<file path="src/rtl/joltage_stream_tx_pkg.sv">
// Shared definitions for the joltage digit stream: ASCII codes, FSM states, beat widths.
package joltage_stream_tx_pkg;

    localparam logic [7:0] CHAR_LF = 8'h0A;
    localparam logic [7:0] CHAR_CR = 8'h0D;
    localparam logic [7:0] CHAR_SP = 8'h20;
    localparam logic [7:0] CHAR_0  = 8'h30;
    localparam logic [7:0] CHAR_9  = 8'h39;

    localparam int JOLT_W      = 4;
    localparam int BANK_CNT_W  = 16;

    typedef enum logic [2:0] {
        IDLE   = 3'd0,
        STREAM = 3'd1,
        FLUSH  = 3'd2,
        EOP    = 3'd3,
        DONE   = 3'd4
    } state_t;

    // Digits '1'..'9' only; '0' is not a legal joltage.
    function automatic logic is_digit(input logic [7:0] b);
        return (b > CHAR_0) && (b <= CHAR_9);
    endfunction

endpackage

</file>
<file path="src/rtl/joltage_stream_tx_byte_fifo.sv">
// Synchronous byte FIFO with first-word fall-through head and a flush input.
module joltage_stream_tx_byte_fifo #(
    parameter int DEPTH = 16,
    parameter int WIDTH = 8
) (
    input  logic             clk,
    input  logic             reset,
    input  logic             clear,
    input  logic             push,
    input  logic             pop,
    input  logic [WIDTH-1:0] din,
    output logic [WIDTH-1:0] dout,
    output logic             full,
    output logic             empty
);

    localparam int AW = $clog2(DEPTH);
    localparam logic [AW:0] FULL_CNT = (AW+1)'(DEPTH);

    logic [WIDTH-1:0] mem [DEPTH];
    logic [AW-1:0]    wr_ptr;
    logic [AW-1:0]    rd_ptr;
    logic [AW:0]      count;
    logic             do_push;
    logic             do_pop;

    assign full    = (count == FULL_CNT);
    assign empty   = (count == '0);
    assign do_push = push && !full;
    assign do_pop  = pop && !empty;
    assign dout    = mem[rd_ptr];

    always_ff @(posedge clk) begin
        if (do_push) begin
            mem[wr_ptr] <= din;
        end
    end

    always_ff @(posedge clk or posedge reset) begin
        if (reset) begin
            wr_ptr <= '0;
            rd_ptr <= '0;
            count  <= '0;
        end else if (clear) begin
            wr_ptr <= '0;
            rd_ptr <= '0;
            count  <= '0;
        end else begin
            if (do_push) wr_ptr <= wr_ptr + AW'(1);
            if (do_pop)  rd_ptr <= rd_ptr + AW'(1);
            count <= count + (AW+1)'(do_push) - (AW+1)'(do_pop);
        end
    end

endmodule

</file>
<file path="src/rtl/joltage_stream_tx.sv">
// Joltage stream producer: buffers UART bytes, decodes digits/newlines into beats,
// and injects bank terminators and the end-of-puzzle marker.
module joltage_stream_tx
    import joltage_stream_tx_pkg::*;
#(
    parameter int         FIFO_DEPTH   = 16,
    parameter int         IDLE_TIMEOUT = 1000000,
    parameter logic [7:0] EOT_CHAR     = 8'h04
) (
    input  logic                  clk,
    input  logic                  reset,
    input  logic [7:0]            rx_byte,
    input  logic                  rx_byte_valid,
    input  logic                  hold,
    output logic [JOLT_W-1:0]     joltage_out,
    output logic                  joltage_out_valid,
    output logic                  bank_end,
    output logic                  end_of_puzzle_tx,
    output logic                  busy,
    output logic                  fifo_overflow,
    output logic                  format_error,
    output logic [BANK_CNT_W-1:0] bank_count
);

    localparam int TW = $clog2(IDLE_TIMEOUT + 1);
    localparam logic [TW-1:0] TO_LAST = TW'(IDLE_TIMEOUT - 1);

    state_t        state;
    logic [1:0]    digit_cnt;
    logic [TW-1:0] idle_cnt;
    logic [7:0]    head;
    logic          fifo_full;
    logic          fifo_empty;
    logic          push;
    logic          pop;
    logic          clear;

    // DONE ignores the UART entirely; clearing on the EOP beat discards leftovers.
    assign push  = rx_byte_valid && !fifo_full && (state != DONE);
    assign pop   = (state == STREAM) && !hold && !fifo_empty;
    assign clear = (state == EOP) && !hold;

    joltage_stream_tx_byte_fifo #(
        .DEPTH (FIFO_DEPTH),
        .WIDTH (8)
    ) u_fifo (
        .clk   (clk),
        .reset (reset),
        .clear (clear),
        .push  (push),
        .pop   (pop),
        .din   (rx_byte),
        .dout  (head),
        .full  (fifo_full),
        .empty (fifo_empty)
    );

    always_ff @(posedge clk or posedge reset) begin
        if (reset) begin
            state             <= IDLE;
            digit_cnt         <= '0;
            idle_cnt          <= '0;
            joltage_out       <= '0;
            joltage_out_valid <= 1'b0;
            bank_end          <= 1'b0;
            end_of_puzzle_tx  <= 1'b0;
            busy              <= 1'b0;
            fifo_overflow     <= 1'b0;
            format_error      <= 1'b0;
            bank_count        <= '0;
        end else begin
            joltage_out       <= '0;
            joltage_out_valid <= 1'b0;
            bank_end          <= 1'b0;
            end_of_puzzle_tx  <= 1'b0;

            if (rx_byte_valid && fifo_full && (state != DONE)) begin
                fifo_overflow <= 1'b1;
            end

            case (state)
                IDLE: begin
                    if (push) begin
                        state <= STREAM;
                        busy  <= 1'b1;
                    end
                end

                STREAM: begin
                    // Idle timer: any push restarts it, hold freezes it.
                    if (push) begin
                        idle_cnt <= '0;
                    end else if (!hold) begin
                        if (fifo_empty && !rx_byte_valid) begin
                            if (idle_cnt == TO_LAST) begin
                                idle_cnt <= '0;
                                state    <= FLUSH;
                            end else begin
                                idle_cnt <= idle_cnt + TW'(1);
                            end
                        end else begin
                            idle_cnt <= '0;
                        end
                    end

                    if (pop) begin
                        if (head == EOT_CHAR) begin
                            state <= FLUSH;
                        end else if (is_digit(head)) begin
                            joltage_out       <= head[3:0];
                            joltage_out_valid <= 1'b1;
                            if (digit_cnt != 2'd2) digit_cnt <= digit_cnt + 2'd1;
                        end else if (head == CHAR_LF) begin
                            if (digit_cnt != 2'd0) begin
                                joltage_out_valid <= 1'b1;
                                bank_end          <= 1'b1;
                                bank_count        <= bank_count + 16'd1;
                                if (digit_cnt == 2'd1) format_error <= 1'b1;
                            end
                            digit_cnt <= '0;
                        end else if ((head != CHAR_CR) && (head != CHAR_SP)) begin
                            format_error <= 1'b1;
                        end
                    end
                end

                FLUSH: begin
                    if (!hold) begin
                        if (digit_cnt != 2'd0) begin
                            joltage_out_valid <= 1'b1;
                            bank_end          <= 1'b1;
                            bank_count        <= bank_count + 16'd1;
                            digit_cnt         <= '0;
                        end
                        state <= EOP;
                    end
                end

                EOP: begin
                    if (!hold) begin
                        joltage_out_valid <= 1'b1;
                        end_of_puzzle_tx  <= 1'b1;
                        state             <= DONE;
                        busy              <= 1'b0;
                    end
                end

                DONE: begin
                end

                default: begin
                    state <= IDLE;
                    busy  <= 1'b0;
                end
            endcase
        end
    end

endmodule

</file>
<file path="config.mk">
export PLATFORM = sky130hd
export DESIGN_NAME = joltage_stream_tx
export DESIGN_NICKNAME = d
export VERILOG_FILES = /design/src/rtl/joltage_stream_tx_pkg.sv /design/src/rtl/joltage_stream_tx_byte_fifo.sv /design/src/rtl/joltage_stream_tx.sv
export SDC_FILE = /design/constraint.sdc
export NUM_CORES = 1
export LEC_CHECK = 0
export CAP_MARGIN = 30
export CORE_AREA = 3 3 114 144
export DETAILED_ROUTE_END_ITERATION = 6
export DIE_AREA = 0 0 117 147
export GPL_TIMING_DRIVEN = 0
export PLACE_DENSITY = 0.77
export SLEW_MARGIN = 20
export SYNTH_ARGS = -nofsm -noshare
export SYNTH_HDL_FRONTEND = slang
export SYNTH_SLANG_ARGS = --single-unit
</file>
<file path="constraint.sdc">
create_clock -name clk -period 6.6 [get_ports clk]
set_input_delay 1.98 -clock clk [delete_from_list [all_inputs] [get_ports clk]]
set_output_delay 1.98 -clock clk [all_outputs]
set_load 0.01 [all_outputs]
</file>
Word-level counts from Yosys, hierarchy flattened
Memory sizes are Yosys's and may differ from the RTL's.
Cells that the tools add are included.
{"block": "op_classes", "n_eq_ne": 26, "bitwise": 4, "n_reduce_logical": 30, "add_sub_neg": 7, "n_mux": 60, "order_cmp": 2}
{"operator": "$mux W16", "n": 6}
{"operator": "$mux W20", "n": 4}
{"operator": "$mux W4", "n": 8}
{"operator": "$pmux W16 S2", "n": 1}
{"operator": "$mux W3", "n": 9}
{"operator": "$add A20 B1 Y20 const B", "n": 1}
{"operator": "$eq A20 B20 Y1 const B", "n": 1}
{"operator": "$mux W1", "n": 19}
{"operator": "$add A16 B1 Y16 const B", "n": 1}
{"operator": "$pmux W3 S5", "n": 1}
{"operator": "$mux W2", "n": 7}
{"operator": "$reduce_and A7 Y1", "n": 2}
{"operator": "$logic_and A1 B1 Y1", "n": 12}
{"operator": "$ne A2 B1 Y1 const B", "n": 6}
{"operator": "$ne A2 B2 Y1 const B", "n": 6}
{"operator": "$reduce_bool A2 Y1", "n": 5}
{"operator": "$add A4 B1 Y4 const B", "n": 2}
{"operator": "$eq A8 B3 Y1 const B", "n": 1}
{"operator": "$eq A8 B4 Y1 const B", "n": 1}
{"operator": "$gt A8 B6 Y1 const B", "n": 1}
{"operator": "$le A8 B6 Y1 const B", "n": 1}
{"operator": "$ne A8 B4 Y1 const B", "n": 1}
{"operator": "$ne A8 B6 Y1 const B", "n": 1}
{"operator": "$eq A3 B2 Y1 const B", "n": 2}
{"operator": "23 further kinds", "n": 30}
{"block": "totals", "ram_bits": 128, "mem_count": 1, "reg_bits": 64, "inputBits": 12, "word_cells": 144}
{"name": "u_fifo.mem", "depth": 16, "word_bits": 8, "rd": 1, "rd_ports_with_merged_regs": 0, "wr": 1, "line_no": "joltage_stream_tx_byte_fifo.sv:20", "text": "logic [WIDTH-1:0] mem [DEPTH];"}

Logic depth before layout (Yosys ltp)
Gate-level depths: netlist (run 1).
{"block": "depth", "ltp_word": 8, "mapped_depth": 13}

Hierarchy
From an unflattened synthesis (run 1), not the netlist that was laid out.
{"block": "unflattened", "hier_cells": 610, "area_unflattened_um2": 8474.4}
{"module": "joltage_stream_tx_byte_fifo", "seq_area_each_um2": 4169.0, "cells_per_inst": 335, "instances": 1, "area_each_um2": 5810.6}
{"module": "joltage_stream_tx", "seq_area_each_um2": 1276.2, "cells_per_inst": 275, "instances": 1, "area_each_um2": 2663.8}

Worst setup path before layout (run 1)
Ideal clock, no wire load.
{"block": "synth_timing", "path_type": "input to register", "from": "input hold", "to": "register u_fifo.count[4]", "arrival_ps": 4307, "required_ps": 6523, "path_buffers": 1, "path_slack_ps": 2216, "path_stages": 12, "setup_time_ps": 77, "path_cell_list": "clkbuf_1 nor2_1 nand4_1 inv_1 ha_1 inv_1 ha_1 fa_1 a21oi_1 nor2_1 or3_1 a21oi_1"}
{"block": "synth_via", "elab_chain_cells": 6, "elab_cells_between_ends": 7, "classes_between": "1 x add/sub; 1 x mux; 5 x reduce/logical"}
{"item": "start: declaration", "line_no": "joltage_stream_tx.sv:14", "text": "input logic hold,"}
{"item": "$logic_not A1 Y1 (*)"}
{"item": "$logic_and A1 B1 Y1 (2 in series)", "line_no": "joltage_stream_tx.sv:40", "text": "assign pop = (state == STREAM) && !hold && !fifo_empty;"}
{"item": "$logic_and A1 B1 Y1", "line_no": "joltage_stream_tx_byte_fifo.sv:30", "text": "assign do_pop = pop && !empty;"}
{"item": "$sub A5 B1 Y5", "line_no": "joltage_stream_tx_byte_fifo.sv:51", "text": "count <= count + (AW+1)'(do_push) - (AW+1)'(do_pop);"}
{"item": "$mux W5 (*)", "line_no": "joltage_stream_tx_byte_fifo.sv:44", "text": "end else if (clear) begin"}
{"item": "end signal: assignment", "line_no": "joltage_stream_tx_byte_fifo.sv:51"}
{"item": "end: declaration", "line_no": "joltage_stream_tx_byte_fifo.sv:23", "text": "logic [AW:0] count;"}
Mark *: on every way between the ends. The rest lies on a longest branch, timed or not.
A chain may end at the register's enable or synchronous reset.

Worst setup path in the final report (run 1)
Same ends and word-level chain as after synthesis.

==> impl_metrics.toml, run 1 <==
[cells_and_area]
fin_cells = 847
diodes = 0
final_area_mm2 = 0.00966
drive_above_1_share_pct = 13.4
final_nets = 682
final_common_cell = "edfxtp_1"
layout_common_cells = "edfxtp_1, dfrtp_1, nand2_1"
area_delta_synth_final_pct = 14.5

[global_route]
grt_usage_pct = 20.6
grt_first_pass_wirelength_um = 26900
grt_pass1_vias = 5246
antenna_found_initial = 0
grt_max_degree = 52
overflow = 0

[worst_setup_path]
worst_ep_required_time_ns = 6.96
crit_type = "in -> reg"
crit_path_top_delay_cell = "fa_1"
cp.arrival_ns = 4.68
critical_path.startpoint_type = "input port"
path_max_fanout = 8
cpPeakStageDelay_ns = 0.41
endpoint_kind = "flop"
path_cells = "clkbuf_1 > nor2_1 > nand4_1 > inv_1 > ha_1 > inv_1 > ha_1 > fa_1 > a21oi_1 > nor2_1 > or3_1 > a21oi_1"

[power_and_ir_drop]
p_per_area_mw_per_mm2 = 391
peakVddDrop_v = 0.000216
p_leak_nw = 3.51

[synth]
yosys.area_share.simple_pct = 14.9
synthAdderAreaFrac_pct = 2.61
synth-seq-cells = 192
synth.distinct_cells = 68
syn_area_per_cell_um2 = 14.1
synthFlopType = "edfxtp_1"
synth_nets = 626
synthMuxAreaShare_pct = 7.33
ys_async_sr_fraction_pct = 33.3
synth_cells = 597
synth-edff-count = 128
synth_seq_area_share_pct = 64.6
yosysWarningCount = 0
yosys.area_share.xor_xnor_pct = 3.53
synth_compound_area_share_pct = 4.67
synth_top_family_by_area = "simple AND/OR/NAND/NOR gates"
netlist_area_mm2 = 0.00844

[timing]
setup_tns_ns = 0
skew_ns = 0.0154
min_period_ns = 4.32
worst_slack_ns = 2.28
worstMarginPinSlew_ns = 0.624
rsz0062_at_grt = "no"
fmax_mhz = 232
slew_headroom_pct = 58.4
hold_violations = 0
period_share_pct = 65.4
whs_ns = 0.475
setup_viol = 0
maxSlewViolCount = 0

[drt]
wl_met2_um = 9040
drt-pass1-iter-count = 5
wl_per_cell_um = 20.0
ant_nets = 0
drc = 0
wl_met3_um = 895
wl_met1_um = 6630
maxUsedRoutingLayer = "met4"
num_vias = 5199
wl_um = 17000
drt_iter0_markers = 534
via_per_inst = 6.14

[run_status]
status = "completed"

[place]
dp_hpwl_um = 11500
dp_cells = 816
routabilityCongestion = 0.888
port-buffer-count = 36
placed_area_mm2 = 0.00905
dp_slack_ns = 1.84

[die]
die_y_um = 147
rows = 50
coreArea_mm2 = 0.0150
pin_count = 38
die_x_um = 117
initial_core_util_pct = 56.2
die_area_mm2 = 0.0172

[flow_run]
drv_cap = 0

[clocking]
cts_setup_buffers = 0
htreeDepth = 4
cts_tree = "built"
insertion_delay_ns = 0.44
cts_resized = 0
clock_sinks = 192
cts-hold-fix-buffers = 0
cts_made_buffers = 17
clock_path_buffers = 2
clkTransAtPathRegs_ns = 0.07
cts-root-buf = "clkbuf_16"

[worst_hold_path]
hold_path.class = "reg -> reg"
==> Yosys cell counts (2+ instances only) <==
master	count	area, um2
dfrtp_1	64	1600
nor3b_1	3	22.5
mux2_2	3	33.8
ha_1	16	200
nor2_1	42	158
nand2_1	50	188
edfxtp_1	128	3840
o41ai_1	2	17.5
inv_1	19	71.3
a22oi_1	4	30.0
and2_1	20	125
buf_2	4	20.0
mux2i_1	4	40.0
xnor2_1	14	123
or2_1	2	12.5
o31ai_1	6	45.0
mux4_2	23	518
nand3_1	29	145
o22ai_1	2	12.5
nor4b_1	3	26.3
o21bai_1	2	15.0
nor2b_1	5	31.3
or2_2	2	12.5
buf_6	3	33.8
clkbuf_1	7	26.3
a21oi_1	14	70.1
or3_1	4	25.0
xor2_1	20	175
nand4_1	13	81.3
and3_1	9	56.3
and4_1	3	26.3
nor4b_2	2	30.0
nor3_1	12	60.1
nor4_1	7	43.8
nor3_2	4	40.0
clkinv_1	3	11.3
o21ai_0	18	90.1
==> routing by layer <==
metal,track usage [%],vias up
met5,0,-
li1,-,2348
met4,7.57,0
met3,4.74,34
met1,25.6,2616
met2,34.9,201
==> layout make-up <==
type | count | area (um2)
timing repair buffer | 37 | 388
tap | 182 | 228
inverter | 22 | 85.1
buffer | 17 | 119
multi-input combinational | 366 | 2790
clock buffer | 17 | 425
sequential | 192 | 5450
clock inverter | 14 | 176
fill | 1076 | 5360
==> through the flow <==
step                total power [mW]  util [%]
floorplan                       2.42         -
global placement                2.71      60.1
detailed placement              2.77      60.3
CTS                             3.79      64.3
global route                    3.97      64.3
finish                          3.77      64.3
==> critical path, delay by kind of cell <==
family          cells  cell delay (ns)
fa+ha+maj           3             0.95
simple gates        4             0.87
buf+inv             3             0.58
compound gates      2             0.31
==> worst paths after layout <==
kind	slack, ns	end	depth (start not counted)	start
setup / recovery	2.28	u_fifo.count[4]	12	hold
hold / removal	0.48	bank_count[15]	1	bank_count[15]
setup reg to reg	2.99	u_fifo.count[4]	13	u_fifo.count[3]
hold reg to reg	0.48	bank_count[15]	1	bank_count[15]
max in group asynchronous	4.29	idle_cnt[1]	3	reset
min in group asynchronous	1.81	bank_count[13]	2	reset
==> logic make-up (layout without fill, tap and decap cells) <==
kind of cell	count (synthesis)	count (layout)
adders and majority gates	17	17
buffers and inverters	39	107
AOI/OAI and AO/OA	59	59
muxes	31	31
DFF	192	192
xor gates and xnor gates	34	34
and+or+nand+nor	225	225
==> power breakdown <==
| part | switching [mW] | internal, mW | leakage, nW |
|---|---|---|---|
| clock network | 0.504 | 0.512 | 0.289 |
| registers | 0.0876 | 1.43 | 1.99 |
| logic | 0.716 | 0.518 | 1.22 |
==> state kept, by name, indices dropped and copies added, names as in the netlist <==
register / cells
fifo_overflow: 1
u_fifo.count: 5
u_fifo.mem: 128
bank_count: 16
end_of_puzzle_tx: 1
busy: 1
u_fifo.rd_ptr: 4
format_error: 1
idle_cnt: 20
joltage_out: 4
bank_end: 1
state: 3
joltage_out_valid: 1
u_fifo.wr_ptr: 4
digit_cnt: 2
Note: power is estimated with default switching activity, not from simulation.
==> inputs of run 2 (changes only) <==
--- a/config.mk
+++ b/config.mk
@@ -6,9 +6,9 @@
 export NUM_CORES = 1
 export LEC_CHECK = 0
 export CAP_MARGIN = 30
-export CORE_AREA = 3 3 114 144
+export CORE_AREA = 3 3 116 146
 export DETAILED_ROUTE_END_ITERATION = 6
-export DIE_AREA = 0 0 117 147
+export DIE_AREA = 0 0 119 149
 export GPL_TIMING_DRIVEN = 0
 export PLACE_DENSITY = 0.77
 export SLEW_MARGIN = 20
==> constraint.sdc (replaced) <==
create_clock -name clk -period 3.7 [get_ports clk]
set_input_delay 1.11 -clock clk [delete_from_list [all_inputs] [get_ports clk]]
set_output_delay 1.11 -clock clk [all_outputs]
set_load 0.01 [all_outputs]
==> run 2 against run 1 <==
Compared with the run above:
- clock-buffer cell count did not move
- via count is 1.5% lower
- first-iteration DRC count grew 3.7%
- sequential power rose by 79%
- critical path depth grew 1
- largest power group unchanged
==> impl_metrics.toml, run 2 (synthesis results as in run 1) <==
[drt]
drt-pass1-iter-count = 5
drt_iter0_markers = 554
ant_nets = 0
via_per_inst = 5.81
wl_um = 17600
drc = 0
num_vias = 5123
wl_per_cell_um = 19.9

[place]
dp_slack_ns = -0.170
dp_hpwl_um = 11700
routabilityCongestion = 0.848
dp_cells = 846
port-buffer-count = 36

[die]
initial_core_util_pct = 54.0
die_area_mm2 = 0.0177
die_y_um = 149
coreArea_mm2 = 0.0156
die_x_um = 119
rows = 51
pin_count = 38

[timing]
period_share_pct = 95.2
worst_slack_ns = 0.179
hold_violations = 0
setup_viol = 0
skew_ns = 0.00988
slew_headroom_pct = 58.6
setup_tns_ns = 0
min_period_ns = 3.52
worstMarginPinSlew_ns = 0.619
fmax_mhz = 284
maxSlewViolCount = 0

[clocking]
clock_path_buffers = 2
cts-root-buf = "clkbuf_16"
clkTransAtPathRegs_ns = 0.07
cts_made_buffers = 17
cts_tree = "built"
cts_resized = 0
htreeDepth = 4
insertion_delay_ns = 0.43
clock_sinks = 192

[worst_setup_path]
cp_top_family = "simple AND/OR/NAND/NOR gates"
critical_path.startpoint_type = "flop"
path_buf_inv = 3
endpoint_kind = "flop"
worst_ep_required_time_ns = 4.05
path_cells = "inv_1 > ha_1 > or4b_2 > nand4_1 > inv_1 > ha_1 > inv_1 > ha_1 > fa_1 > a21oi_1 > nor2_1 > or3_1 > a21oi_1"
path_depth = 13
crit_path_top_delay_cell = "or4b_2"
cp.arrival_ns = 3.87
cpPeakStageDelay_ns = 0.65
ff2ff_path_depth = 13
path_max_fanout = 8
crit_type = "reg -> reg"

[power_and_ir_drop]
clkPwrFrac_pct = 26.5
pwr-share-comb_pct = 33.2
p_per_area_mw_per_mm2 = 695
p_sw_mw = 2.33
seq_power_share_pct = 40.3
swShare_pct = 34.6
p_leak_nw = 3.52
peakVddDrop_v = 0.000404
intPower_mw = 4.41
total_power_mw = 6.74

[cells_and_area]
regArea_mm2 = 0.00545
diodes = 0
drive_above_1_share_pct = 13.9
layout_common_cells = "edfxtp_1, dfrtp_1, nand2_1"
fin_cells = 882
multiInputGateArea_mm2 = 0.00279
final_common_cell = "edfxtp_1"
post-route-util_pct = 62.1
largest_register = "u_fifo.mem"
final_nets = 686
largest_reg_flops = 128
nFillCells = 1147
reg_top3 = "u_fifo.mem (128), idle_cnt (20), bank_count (16)"
area_delta_synth_final_pct = 15.1

[worst_hold_path]
hold_depth = 1
hold_path.class = "reg -> reg"

[global_route]
grt_first_pass_wirelength_um = 27900
grt_usage_pct = 20.6
grt_pass1_vias = 5266
grt_max_degree = 51
overflow = 0
antenna_found_initial = 0

[flow_run]
drv_cap = 0

[run_status]
status = "completed"
==> run 2: routing by layer <==
layer  vias to the layer above  track usage (%)  share of wire [%]
li1                       2353                -                  -
met1                      2544             25.3                 39
met2                       189             36.1                 53
met3                        37             4.36                4.9
met4                         0             7.59                2.6
met5                         -                0                  0
==> run 2: what timing repair did <==
item | 4_1_cts | 5_1_grt
hold buffers | 0 | 0
setup endpoints to repair | 0 | 1
buffers inserted | 0 | 4
==> run 2: power by group through the flow <==
stage,logic [mW],registers [mW],clock network (mW)
finish,2.24,2.72,1.79
global route,2.42,2.75,1.91
CTS,2.21,2.71,1.81
detailed placement,2.18,2.75,0
global placement,2.10,2.74,0
floorplan,1.59,2.73,0
==> run 2: path summary, 6_finish.rpt <==
kind	from	endpoint	slack, ns
max	u_fifo.count[3]	u_fifo.count[4]	0.18
min	fifo_overflow	fifo_overflow	0.48
max reg2reg	u_fifo.count[3]	u_fifo.count[4]	0.18
min reg2reg	fifo_overflow	fifo_overflow	0.48
max in group asynchronous	reset	idle_cnt[15]	2.24
min in group asynchronous	reset	bank_count[15]	0.95
==> run 2: area by class of cell <==
type,instances,share of cell area (%)
sequential,192,56.1
clock inverter,15,1.68
timing repair buffer,41,4.30
buffer,17,1.22
multi-input combinational,366,28.7
tap,212,2.73
inverter,22,0.876
clock buffer,17,4.38
==> run 2: metrics by stage <==
stage          cell area (um2)  hold slack [ns]
2_1_floorplan             8440            0.460
4_1_cts                   9680            0.481
3_5_place_dp              9090            0.462
6_report                  9710            0.485
3_3_place_gp              9060            0.458
5_1_grt                   9710            0.507
==> inputs of run 3 (changes only) <==
--- a/config.mk
+++ b/config.mk
@@ -6,11 +6,13 @@
 export NUM_CORES = 1
 export LEC_CHECK = 0
 export CAP_MARGIN = 30
-export CORE_AREA = 3 3 116 146
+export CORE_AREA = 3 3 114 144
 export DETAILED_ROUTE_END_ITERATION = 6
-export DIE_AREA = 0 0 119 149
+export DIE_AREA = 0 0 117 147
+export DONT_BUFFER_PORTS = 1
 export GPL_TIMING_DRIVEN = 0
-export PLACE_DENSITY = 0.77
+export PLACE_DENSITY = 0.76
+export SKIP_CTS_REPAIR_TIMING = 1
 export SLEW_MARGIN = 20
 export SYNTH_ARGS = -nofsm -noshare
 export SYNTH_HDL_FRONTEND = slang
==> run 3 against run 2 <==
Compared with the run above:
- clock skew up 0.0020 ns
- worst hold slack better by 0.0030 ns
- global-route usage up 0.50 points
- sequential power about the same
- worst setup slack better by 0.078 ns
- critical endpoint unchanged
- final cell count down 7.7%
==> impl_metrics.toml, run 3 (synthesis results as in run 1) <==
[cells_and_area]
final_common_cell = "edfxtp_1"
layout_common_cells = "edfxtp_1, dfrtp_1, nand2_1"
largest_register = "u_fifo.mem"
fin_cells = 814
drive_above_1_share_pct = 14.2
nFillCells = 1098
final_nets = 648
area_delta_synth_final_pct = 9.86
largest_reg_flops = 128
final_area_mm2 = 0.00927
diodes = 0
reg_top3 = "u_fifo.mem (128), idle_cnt (20), bank_count (16)"

[die]
die_x_um = 117
initial_core_util_pct = 56.2
die_y_um = 147
die_area_mm2 = 0.0172
rows = 50
pin_count = 38
coreArea_mm2 = 0.0150

[flow_run]
drv_cap = 0

[global_route]
antenna_found_initial = 0
grt_max_degree = 44
grt_pass1_vias = 5270
grt_usage_pct = 21.1
overflow = 0
grt_first_pass_wirelength_um = 27500

[timing]
worstMarginPinSlew_ns = 0.604
rsz0062_at_grt = "no"
skew_ns = 0.0119
whs_ns = 0.488
slew_headroom_pct = 59.7
period_share_pct = 93.1
min_period_ns = 3.44
maxSlewViolCount = 0
worst_slack_ns = 0.257
hold_violations = 0
setup_viol = 0
fmax_mhz = 290

[worst_setup_path]
cp.arrival_ns = 3.81
crit_path_top_delay_cell = "or4b_2"
worst_ep_required_time_ns = 4.06
endpoint_kind = "flop"
cpPeakStageDelay_ns = 0.66
path_buf_inv = 3
cp_top_family = "simple AND/OR/NAND/NOR gates"
crit_type = "reg -> reg"
path_cells = "inv_1 > ha_1 > or4b_2 > nand4_1 > inv_1 > ha_1 > inv_1 > ha_1 > fa_1 > a21oi_1 > nor2_1 > or3_1 > a21oi_1"
path_max_fanout = 8
critical_path.startpoint_type = "flop"

[place]
placed_area_mm2 = 0.00869
dp_hpwl_um = 11200
dp_cells = 780
port-buffer-count = 0
dp_slack_ns = -0.197
routabilityCongestion = 0.882

[run_status]
status = "completed"

[drt]
wl_per_cell_um = 21.0
drt_iter0_markers = 446
wl_um = 17100
via_per_inst = 6.15
drc = 0
ant_nets = 0
drt-pass1-iter-count = 5
num_vias = 5007

[clocking]
insertion_delay_ns = 0.44
cts_made_buffers = 17
clock_sinks = 192
clkTransAtPathRegs_ns = 0.08
cts-root-buf = "clkbuf_16"
clock_path_buffers = 2
htreeDepth = 4
cts_tree = "built"

[power_and_ir_drop]
p_leak_nw = 3.36
p_per_area_mw_per_mm2 = 712
total_power_mw = 6.60
peakVddDrop_v = 0.000384

[worst_hold_path]
hold_path.class = "in -> async"
## run 3: changes by cell type in the layout (fill, tap and decap cells not counted), sizes merged
| cell | previous run | this run |
|---|---|---|
| buf | 15 | 13 |
| clkdlybuf4s50 | 36 | 0 |
| clkinv | 10 | 7 |
| clkinvlp | 0 | 2 |
| inv | 27 | 28 |
## run 3: final cells by class
class	instances	area [um2]	share of cell area, %
clock inverters	15	141	1.53
well taps	182	228	2.46
repair buffers	3	35.0	0.378
flip-flops and latches	192	5450	58.8
inverters	22	85.1	0.918
clock buffers	17	425	4.59
multi-input cells	366	2790	30.1
plain buffers	17	119	1.28
## run 3: metal layers
metal	track usage (%)	wire (um)	up-vias	part of all wire [%]
met5	0	0	-	0
met4	7.97	442	0	2.6
met3	4.41	753	37	4.4
met2	36.0	9110	150	53
met1	26.3	6830	2545	40
li1	-	-	2275	-
## run 3: through the flow
stage / utilization, % / setup TNS [ns]
5_1_grt: 61.7 / 0
3_3_place_gp: 57.7 / -0.0793
6_report: 61.7 / 0
3_5_place_dp: 57.9 / -0.197
4_1_cts: 61.6 / 0
2_1_floorplan: - / 0
## run 3: final timing paths
| path | from | to | slack [ns] | cells after the start |
|---|---|---|---|---|
| max | u_fifo.count[3] | u_fifo.count[4] | 0.26 | 13 |
| min | reset | bank_count[14] | 0.49 | 1 |
| max reg2reg | u_fifo.count[3] | u_fifo.count[4] | 0.26 | 13 |
| min reg2reg | idle_cnt[3] | idle_cnt[3] | 0.52 | 1 |
| max in group asynchronous | reset | idle_cnt[4] | 2.69 | 2 |
| min in group clk | idle_cnt[3] | idle_cnt[3] | 0.52 | 1 |
## run 3: where the power goes
| group | total, mW | switching (mW) | internal [mW] |
|---|---|---|---|
| Clock | 1.76 | 0.862 | 0.895 |
| Combinational | 2.11 | 1.24 | 0.869 |
| Sequential | 2.74 | 0.177 | 2.56 |
| Total | 6.60 | 2.28 | 4.32 |
## run 3: worst reg2reg max path, cell delays in order (launching register included)
cell and delay [ns]:
dfrtp_1 0.40, inv_1 0.08, ha_1 0.15, or4b_2 0.66, nand4_1 0.20, inv_1 0.17
ha_1 0.31, inv_1 0.04, ha_1 0.21, fa_1 0.41, a21oi_1 0.18, nor2_1 0.08
or3_1 0.35, a21oi_1 0.15
